$ cat config.mk
export PLATFORM = sky130hd
export DESIGN_NAME = mux_nway_reg
export DESIGN_NICKNAME = d
export VERILOG_FILES = /design/src/rtl/mux_nway_reg.sv
export SDC_FILE = /design/constraint.sdc
export NUM_CORES = 1
export LEC_CHECK = 0
export ABC_CLOCK_PERIOD_IN_PS = 4250
export CAP_MARGIN = 15
export CORE_ASPECT_RATIO = 1.5
export CORE_UTILIZATION = 30
export CTS_CLUSTER_DIAMETER = 40
export DETAILED_ROUTE_END_ITERATION = 8
export DONT_BUFFER_PORTS = 1
export PLACE_DENSITY = 0.45
export SLEW_MARGIN = 0
export SYNTH_ARGS = -nofsm -noshare
export SYNTH_HDL_FRONTEND = slang
export SYNTH_SLANG_ARGS = --single-unit
$ cat constraint.sdc
create_clock -name clk -period 4.25 [get_ports clk]
set_clock_uncertainty 0.2 [all_clocks]
set_input_delay 0.6375 -clock clk [delete_from_list [all_inputs] [get_ports clk]]
set_output_delay 0.6375 -clock clk [all_outputs]
set_load 0.05 [all_outputs]
$ cat src/rtl/mux_nway_reg.sv
// N-way W-bit registered selector with valid/ready on every port.
// Define MUX_RR_EN to add the round-robin arbiter (mode=1); otherwise fixed select only.
module mux_nway_reg #(
    parameter int NUM_IN = 4,
    parameter int WIDTH  = 32,
    parameter int SEL_W  = $clog2(NUM_IN)
) (
    input  logic                    clk,
    input  logic                    reset,
    input  logic [NUM_IN*WIDTH-1:0] in_data,
    input  logic [NUM_IN-1:0]       in_valid,
    output logic [NUM_IN-1:0]       in_ready,
    input  logic [SEL_W-1:0]        sel,
    input  logic                    mode,
    output logic [WIDTH-1:0]        out_data,
    output logic [SEL_W-1:0]        out_src,
    output logic                    out_valid,
    input  logic                    out_ready
);

    logic             load_en;
    logic             xfer;
    logic             fix_vld;
    logic [SEL_W-1:0] fix_idx;
    logic             grant_vld;
    logic [SEL_W-1:0] grant_idx;
    logic [WIDTH-1:0] grant_data;

    logic             out_valid_q, out_valid_d;
    logic [WIDTH-1:0] out_data_q,  out_data_d;
    logic [SEL_W-1:0] out_src_q,   out_src_d;

    assign load_en = !out_valid_q || out_ready;

    // Loop compare keeps an out-of-range sel from ever granting.
    always_comb begin
        fix_vld = 1'b0;
        fix_idx = '0;
        for (int i = 0; i < NUM_IN; i++) begin
            if (sel == SEL_W'(i) && in_valid[i]) begin
                fix_vld = 1'b1;
                fix_idx = SEL_W'(i);
            end
        end
    end

`ifdef MUX_RR_EN
    logic [SEL_W-1:0]    ptr_q, ptr_d;
    logic                rr_vld;
    logic [SEL_W-1:0]    rr_idx;
    logic [SEL_W:0]      rr_sum;
    logic [2*NUM_IN-1:0] rr_vv;

    // Rotate the doubled valid vector so bit 0 is the channel at ptr.
    always_comb begin
        rr_vld = 1'b0;
        rr_idx = '0;
        rr_sum = '0;
        rr_vv  = {in_valid, in_valid} >> ptr_q;
        for (int k = 0; k < NUM_IN; k++) begin
            rr_sum = {1'b0, ptr_q} + (SEL_W+1)'(k);
            if (rr_sum >= (SEL_W+1)'(NUM_IN))
                rr_sum = rr_sum - (SEL_W+1)'(NUM_IN);
            if (!rr_vld && rr_vv[k]) begin
                rr_vld = 1'b1;
                rr_idx = rr_sum[SEL_W-1:0];
            end
        end
    end

    assign grant_vld = mode ? rr_vld : fix_vld;
    assign grant_idx = mode ? rr_idx : fix_idx;

    always_comb begin
        ptr_d = ptr_q;
        if (xfer)
            ptr_d = (grant_idx == SEL_W'(NUM_IN-1)) ? '0 : grant_idx + SEL_W'(1);
    end

    always_ff @(posedge clk or posedge reset) begin
        if (reset)
            ptr_q <= '0;
        else
            ptr_q <= ptr_d;
    end
`else
    logic unused_mode;
    assign unused_mode = mode;
    assign grant_vld   = fix_vld;
    assign grant_idx   = fix_idx;
`endif

    assign xfer = load_en && grant_vld && !reset;

    always_comb begin
        grant_data = '0;
        in_ready   = '0;
        for (int i = 0; i < NUM_IN; i++) begin
            if (grant_idx == SEL_W'(i)) begin
                grant_data  = in_data[i*WIDTH +: WIDTH];
                in_ready[i] = xfer;
            end
        end
    end

    always_comb begin
        out_valid_d = out_valid_q;
        out_data_d  = out_data_q;
        out_src_d   = out_src_q;
        if (xfer) begin
            out_valid_d = 1'b1;
            out_data_d  = grant_data;
            out_src_d   = grant_idx;
        end else if (out_ready) begin
            out_valid_d = 1'b0;
        end
    end

    always_ff @(posedge clk or posedge reset) begin
        if (reset) begin
            out_valid_q <= 1'b0;
            out_data_q  <= '0;
            out_src_q   <= '0;
        end else begin
            out_valid_q <= out_valid_d;
            out_data_q  <= out_data_d;
            out_src_q   <= out_src_d;
        end
    end

    assign out_valid = out_valid_q;
    assign out_data  = out_data_q;
    assign out_src   = out_src_q;

endmodule

Yosys cells after proc, flatten, opt, wreduce, memory -nomap -nowiden
Cells that the tools add are included.
W data, S select, Z words.
{ "totals": {"ff_bits": 35, "word_cells": 38} }
{ "classes": {"reduce_logical": 12, "mux": 17, "n_eq_ne": 6} }
{ "op_table": {"columns": ["op", "n"], "rows": [
  ["$mux W32", 4],
  ["$mux W1", 11],
  ["$eq A2 B2 Y1 const B", 4],
  ["$logic_and A1 B1 Y1", 6],
  ["$eq A2 B1 Y1 const B", 2],
  ["$logic_not A2 Y1", 2],
  ["$mux W2", 2],
  ["$logic_not A1 Y1", 2],
  ["$reduce_bool A2 Y1", 1],
  ["$logic_or A1 B1 Y1", 1]
]} }

Longest topological paths before layout
Gate-level depths: netlist of the first run.
{ "depth": {"depth_word": 10, "mapped_depth": 7, "mapped_depth_nobuf": 4} }

Worst setup path before layout of the first run
No wires, ideal clock.
{ "synth_timing": {"path_kind": "input -> output", "from": "in reset", "to": "out in_ready[0]", "path_buffers": 0, "arrival_ns": 3.288, "cell_stages": 3, "setup_slack_ns": 0.124, "cell_sequence": "inv_1 nand2_1 nor4b_1"} }
{ "synth_via": {"elab_chain_len": 3} }
{ "synth_lines": {"columns": ["item", "line", "rtl"], "rows": [
  ["from (decl)", "9", "input logic reset,"],
  ["$logic_not A1 Y1 (no line)", null, null],
  ["$logic_and A1 B1 Y1", "93", "assign xfer = load_en && grant_vld && !reset;"],
  ["$mux W1", "99", "if (grant_idx == SEL_W'(i)) begin"],
  ["to (decl)", "12", "output logic [NUM_IN-1:0] in_ready,"]
]} }
No other way between the ends.

Final worst setup path of the first run
{ "layout_timing": {"from": "in reset", "to": "out in_ready[3]"} }
Same word-level chain as after synthesis.

==> results by group, run 1 <==
Power and ir drop
  • Pwr/cell area: 516.9 mW/mm^2
  • Pint: 0.6274 mW
  • Sw frac: 46.98%
  • Maximum VDD drop: 0.1511 mV
  • Sequential share of power: 62.7%
  • Pleak: 0.9387 nW
  • Net Switching: 0.5560 mW
  • Total power: 1.183 mW
  • Gate power share: 17.6%
  • Clock Power Share: 19.7%

Clock network
  • TritonCTS clock tree: built
  • Clock root cell: clkbuf_8
  • Bufs on Longest Clock Path: 2
  • CTS clk-pin slew, worst paths: 0.07 ns
  • # clock sinks: 35
  • H-Tree Depth: 2
  • Clk_lat worst skew: 0.28 ns
  • Cts-stage hold buffer count: 0
  • Setup bufs post-CTS: 0
  • Number of CTS-inserted buffers: 5
  • Post_cts resized: 0

Floorplanning
  • # IOs: 177
  • Initial Utilization: 31.14%
  • Die width: 70.85 microns
  • Rows: 37
  • DIE HEIGHT: 105.3 microns
  • Core ar.: 0.006852 sq mm
  • Die footprint: 0.007459 sq mm

Worst setup path
  • Worst Path Required: 3.41 ns
  • Startpoint types: input pin
  • Critical path class: in2out
  • R2R depth: 5
  • Flop-to-flop setup slack: 1.78 ns
  • CP arrival: 2.31 ns
  • Max FO, Critical Path: 32
  • CP Capture Type: primary output

Layout
  • Final cell count without fillers: 288
  • Nets: 347
  • Antenna diode count: 0
  • Layout cells sized above 1: 11.43%
  • Area of the multi-input gates: 0.001141 sq mm
  • Synthesis-to-finish area growth: 7.332%
  • Register cell area after layout: 875.8 sq um
  • Fill cell count: 710

GRT
  • Largest net degree at the start of global routing: 43
  • Gr usage total: 18.44%
  • Grt ovf: 0
  • Wire length of the first global-routing pass: 10.91 mm
  • Vias in the first global route: 2047
  • Initial antenna violation count: 0

Route
  • DR vias/cell: 7.236
  • DR WL/cell: 24.53 microns
  • Pre-antenna DRT Iters: 6
  • Post-route DRC: 24
  • DRT iter0 DRCs: 193
  • Total Routed Length: 7.066 mm
  • DRT antenna net count: 0
  • Via count: 2084

Placement
  • RD Place Congestion: 0.7341
  • I/O Buffers: 0
  • Dpl hpwl: 4.957 mm
  • Placed insts: 279

Synth
  • Share of the synthesized area in the top cell type: 41.06%
  • Seq/Total Area, Yosys: 41.06%
  • Synthesized instance count: 218
  • Distinct cells, synth: 26
  • Cell Area, Synth: 0.002133 sq mm
  • Mean Syn Cell Area: 9.786 sq um
  • Warnings, synthesis: 0
  • Post-synth top area cell: dfrtp_1
  • Synthesized Nets: 356
  • Synth area leaders: dfrtp_1 41%, a221o_1 15%, a22o_1 13%
  • #FFs+latches synth: 35

Timing
  • Period utilization: 74.09%
  • Fmax: 317.6 MHz
  • Final worst path period need: 3.149 ns
  • Final hold vios: 0
  • Slew Limit Headroom: 45.98%
  • Setup TNS: 0 ns
  • Worst-Margin Slew: 0.8055 ns
  • Final setup fails: 0
  • Max-slew violation count: 0
  • RSZ-0062 raised after global routing: no

Run
  • Max capacitance violation total: 0

Status
  • Status: finished, violations left
  • Failing checks: design-rule violations

Worst hold path
  • Hold Crit Class: in2async
==> synth_stat cells (all sizes together) <==
master and n:
dfrtp 35, o31ai 1, nor2 4, inv 1, nor3 1, clkbuf 13
nand2b 2, a22o 31, mux4 1, a221o 31, mux2 1, a21boi 1
o22ai 31, nor4b 1, a221oi 1, o21ai 1, and3 1, nand2 9
nor2b 1, a21o 1, nand3 2, a21oi 33, buf 14, a32o 1
==> critical path, stage by stage <==
cell	delay, ns
inv_1	0.46
nand3_2	0.70
nor2_1	0.28
buf_4	0.23
==> worst paths after layout <==
path                                         from                       end
setup / recovery                            reset               in_ready[3]
hold / removal                              reset    out_src[1]$_DFFE_PP0P_
setup reg to reg            out_valid$_DFFE_PP0P_  out_data[20]$_DFFE_PP0P_
hold reg to reg            out_src[0]$_DFFE_PP0P_    out_src[0]$_DFFE_PP0P_
max in group asynchronous                   reset  out_data[26]$_DFFE_PP0P_
min in group clk                     in_data[113]  out_data[17]$_DFFE_PP0P_
==> registers in the layout (all words and copies together) (netlist names) <==
register / flops
out_data: 32
out_valid: 1
out_src: 2
==> routing by layer <==
metal	up-vias	share of wire [%]	track usage (%)
met3	10	9.6	4.111
li1	887	-	-
met4	0	1.3	5.429
met2	153	54	33.93
met1	1034	35	20.90
met5	-	0	0
==> final cells by class <==
cell class / count / area share [%]
inverters: 1 / 0.1639
multi-input cells: 155 / 49.84
clock inverters: 1 / 0.2186
clock buffers: 7 / 3.333
flip-flops and latches: 35 / 38.25
well taps: 78 / 4.262
repair buffers: 11 / 3.934
==> power by group through the flow <==
stage	registers, mW	clock network, mW	logic (mW)
after floorplan	0.729	0	0.181
after global routing	0.750	0.261	0.232
after global placement	0.747	0	0.199
after CTS	0.742	0.247	0.208
after detailed placement	0.749	0	0.208
final	0.742	0.233	0.208
==> per-stage QoR <==
step	util, %	worst slack, ns	instance area (sq um)	hold WS [ns]
final	33.42	1.101	2290	0.1335
after global routing	33.42	0.8382	2290	0.1645
after CTS	33.20	1.015	2275	0.1592
after detailed placement	32.01	1.019	2193	0.4734
after global placement	32.01	1.066	2193	0.4640
after floorplan	-	0.1245	2133	0.5561
==> cell families (layout without fill, tap and decap cells) <==
family          count (synthesis)  in the layout  share of synthesized area [%]
buf+inv                        28             20                          6.041
simple gates                   21             21                          4.809
mux                             2              2                          1.583
compound gates                132            132                          46.51
flops                          35             35                          41.06
==> cells in the final DEF (no fill, tap or decap), types with 2 or more instances in the layout <==
cell      instances
a21oi_1          33
a221o_1          31
a22o_1           31
buf_4            10
clkbuf_1          2
clkbuf_8          5
dfrtp_1          35
nand2_1           9
nand2b_1          2
nor2_1            3
o22ai_1          31
(Power assumes the default switching activity.)
==> run 2, diff against run 1 <==
ABC_CLOCK_PERIOD_IN_PS = 2750   (was 4250)
PLACE_DENSITY = 0.46   (was 0.45)
clock period = 2.75 ns   (was 4.25 ns; I/O delays follow)
==> run 2 against run 1 <==
Against the previous run:
- the flow still finishes with violations (design-rule violations)
- largest cell class unchanged
- core utilization rose by 1.2 points
- setup slack got worse by 0.65 ns
- die area did not move
==> results by group, run 2 (same netlist as run 1, synthesis figures left out) <==
Layout
  • Most frequent cells in the layout: 35 x dfrtp_1, 33 x a21oi_1, 31 x a221o_1, 31 x o22ai_1, 31 x a22o_1
  • Register cell area after layout: 875.8 sq um (unchanged)
  • Commonest non-fill, non-tap cell in the layout: dfrtp_1
  • Antenna diode count: 0 (unchanged)
  • Layout cells sized above 1: 14.08% (+2.7 points)
  • Synthesis-to-finish area growth: 11.20%
  • Area of the multi-input gates: 0.001154 sq mm (+1.1%)
  • Fill cell count: 707 (-0.42%)
  • Nets: 350 (+0.86%)
  • Design area: 0.002372 sq mm (+3.6%)
  • Max FFs per register: 32 (unchanged)

GRT
  • Vias in the first global route: 1835 (-10%)
  • Wire length of the first global-routing pass: 9.894 mm (-9.3%)
  • Gr usage total: 17.13% (-1.3 points)
  • Initial antenna violation count: 0 (unchanged)
  • Largest net degree at the start of global routing: 65 (+51%)
  • Grt ovf: 0 (unchanged)

Clock network
  • # clock sinks: 35 (unchanged)
  • CTS clk-pin slew, worst paths: 0.07 ns (about the same)
  • Number of CTS-inserted buffers: 5 (unchanged)
  • H-Tree Depth: 2 (unchanged)
  • Post_cts resized: 0 (unchanged)
  • TritonCTS clock tree: built
  • Clk_lat worst skew: 0.28 ns (about the same)
  • Bufs on Longest Clock Path: 2 (unchanged)
  • Clock root cell: clkbuf_8

Timing
  • Final setup fails: 0 (unchanged)
  • Period utilization: 83.59%
  • Slew Limit Headroom: 51.43% (+5.4 points)
  • Final hold vios: 0 (unchanged)
  • RSZ-0062 raised after global routing: no
  • Setup TNS: 0 ns (unchanged)
  • Fmax: 435.0 MHz
  • Worst setup margin: 0.4513 ns (-0.6499 ns)
  • Max-slew violation count: 0 (unchanged)
  • Worst-Margin Slew: 0.7278 ns (-0.07773 ns)
  • Final worst path period need: 2.299 ns

Floorplanning
  • Die width: 70.85 microns (unchanged)
  • DIE HEIGHT: 105.3 microns (unchanged)
  • Initial Utilization: 31.14% (unchanged)
  • Core ar.: 0.006852 sq mm (unchanged)
  • Rows: 37 (unchanged)
  • Die footprint: 0.007459 sq mm (unchanged)
  • # IOs: 177 (unchanged)

Placement
  • Dpl ws: 0.6110 ns (-0.4078 ns)
  • RD Place Congestion: 0.7232 (-1.5%)
  • DP Area: 0.002245 sq mm (+2.3%)
  • I/O Buffers: 0 (unchanged)
  • Dpl hpwl: 4.550 mm (-8.2%)

Worst setup path
  • CP Capture Type: primary output
  • Worst flop-to-flop path startpoint: out_valid$_DFFE_PP0P_
  • R2R depth: 5 (unchanged)
  • CP arrival: 1.69 ns (-0.62 ns)
  • Worst Path Required: 2.14 ns (-1.27 ns)
  • Flop-to-flop setup slack: 1.16 ns (-0.62 ns)
  • Critical path class: in2out
  • Worst Setup SP: reset
  • R2r endpoint: out_data[2]$_DFFE_PP0P_
  • Worst setup path end: in_ready[0]
  • Startpoint types: input pin
  • Max FO, Critical Path: 3 (-91%)

Route
  • Via count: 1969 (-5.5%)
  • Total Routed Length: 6.637 mm (-6.1%)
  • Pre-antenna DRT Iters: 6 (unchanged)
  • DR vias/cell: 6.766 (-6.5%)
  • DRT antenna net count: 0 (unchanged)
  • Post-route DRC: 20 (-17%)
  • DR WL/cell: 22.81 microns (-7.0%)
  • DRT iter0 DRCs: 161 (-17%)

Power and ir drop
  • Maximum VDD drop: 0.2515 mV (+66%)
  • Pwr/cell area: 828.3 mW/mm^2 (+60%)
  • Pleak: 0.9742 nW (+3.8%)

Status
  • Status: finished, violations left
  • Failing checks: design-rule violations

Worst hold path
  • Hold Crit Class: in2reg

Run
  • Max capacitance violation total: 0 (unchanged)
[run 2: worst max-delay path, cell delays in order]
cell           delay, ns
dlygate4sd3_1       0.57
clkinvlp_4          0.10
nand2_1             0.08
nor4b_2             0.28
buf_4               0.24
[run 2: layer usage]
metal,up-vias,routed length [microns],track usage [%]
li1,891,-,-
met1,970,2544,20.30
met2,102,3539,29.88
met3,6,464,4.207
met4,0,89,5.714
met5,-,0,0
[run 2: worst min path at each step]
| stage | from | endpoint | slack, ns | cells after the start |
|---|---|---|---|---|
| global placement | reset | out_src[1]$_DFFE_PP0P_ | 0.29 | 2 |
| global route | in_data[113] | out_data[17]$_DFFE_PP0P_ | 0.17 | 2 |
| finish | in_data[113] | out_data[17]$_DFFE_PP0P_ | 0.14 | 2 |
| detailed placement | reset | out_src[1]$_DFFE_PP0P_ | 0.28 | 2 |
| CTS | in_data[113] | out_data[17]$_DFFE_PP0P_ | 0.12 | 2 |
| floorplan | reset | out_data[0]$_DFFE_PP0P_ | 0.18 | 1 |
[run 2: area by class of cell]
| cell class | instances | area share, % |
|---|---|---|
| inverter | 1 | 0.3165 |
| clock buffer | 6 | 3.481 |
| sequential | 35 | 36.92 |
| timing repair buffer | 14 | 5.063 |
| multi-input combinational | 155 | 48.63 |
| tap | 78 | 4.114 |
| clock inverter | 2 | 1.477 |
[run 2: repair_timing]
item | in CTS | in global routing
hold buffers | 1 | 0
endpoints found under the hold margin | 35 | 0
setup buffers | 0 | 0
[run 2: stage by stage]
step                      power (mW)  cells  hold slack [ns]  utilization (%)
final                          1.965    291           0.1379            34.62
after global routing           2.052    291           0.1695            34.62
after CTS                      1.993    291           0.1242            34.62
after detailed placement       1.488    282           0.2843            32.76
after global placement         1.486    282           0.2880            32.76
after floorplan                1.407    218           0.1798                -
[run 2: where the power goes]
group	internal, mW	total (mW)	switching, mW
Clock	0.294	0.488	0.194
Combinational	0.174	0.337	0.162
Sequential	0.625	1.14	0.516
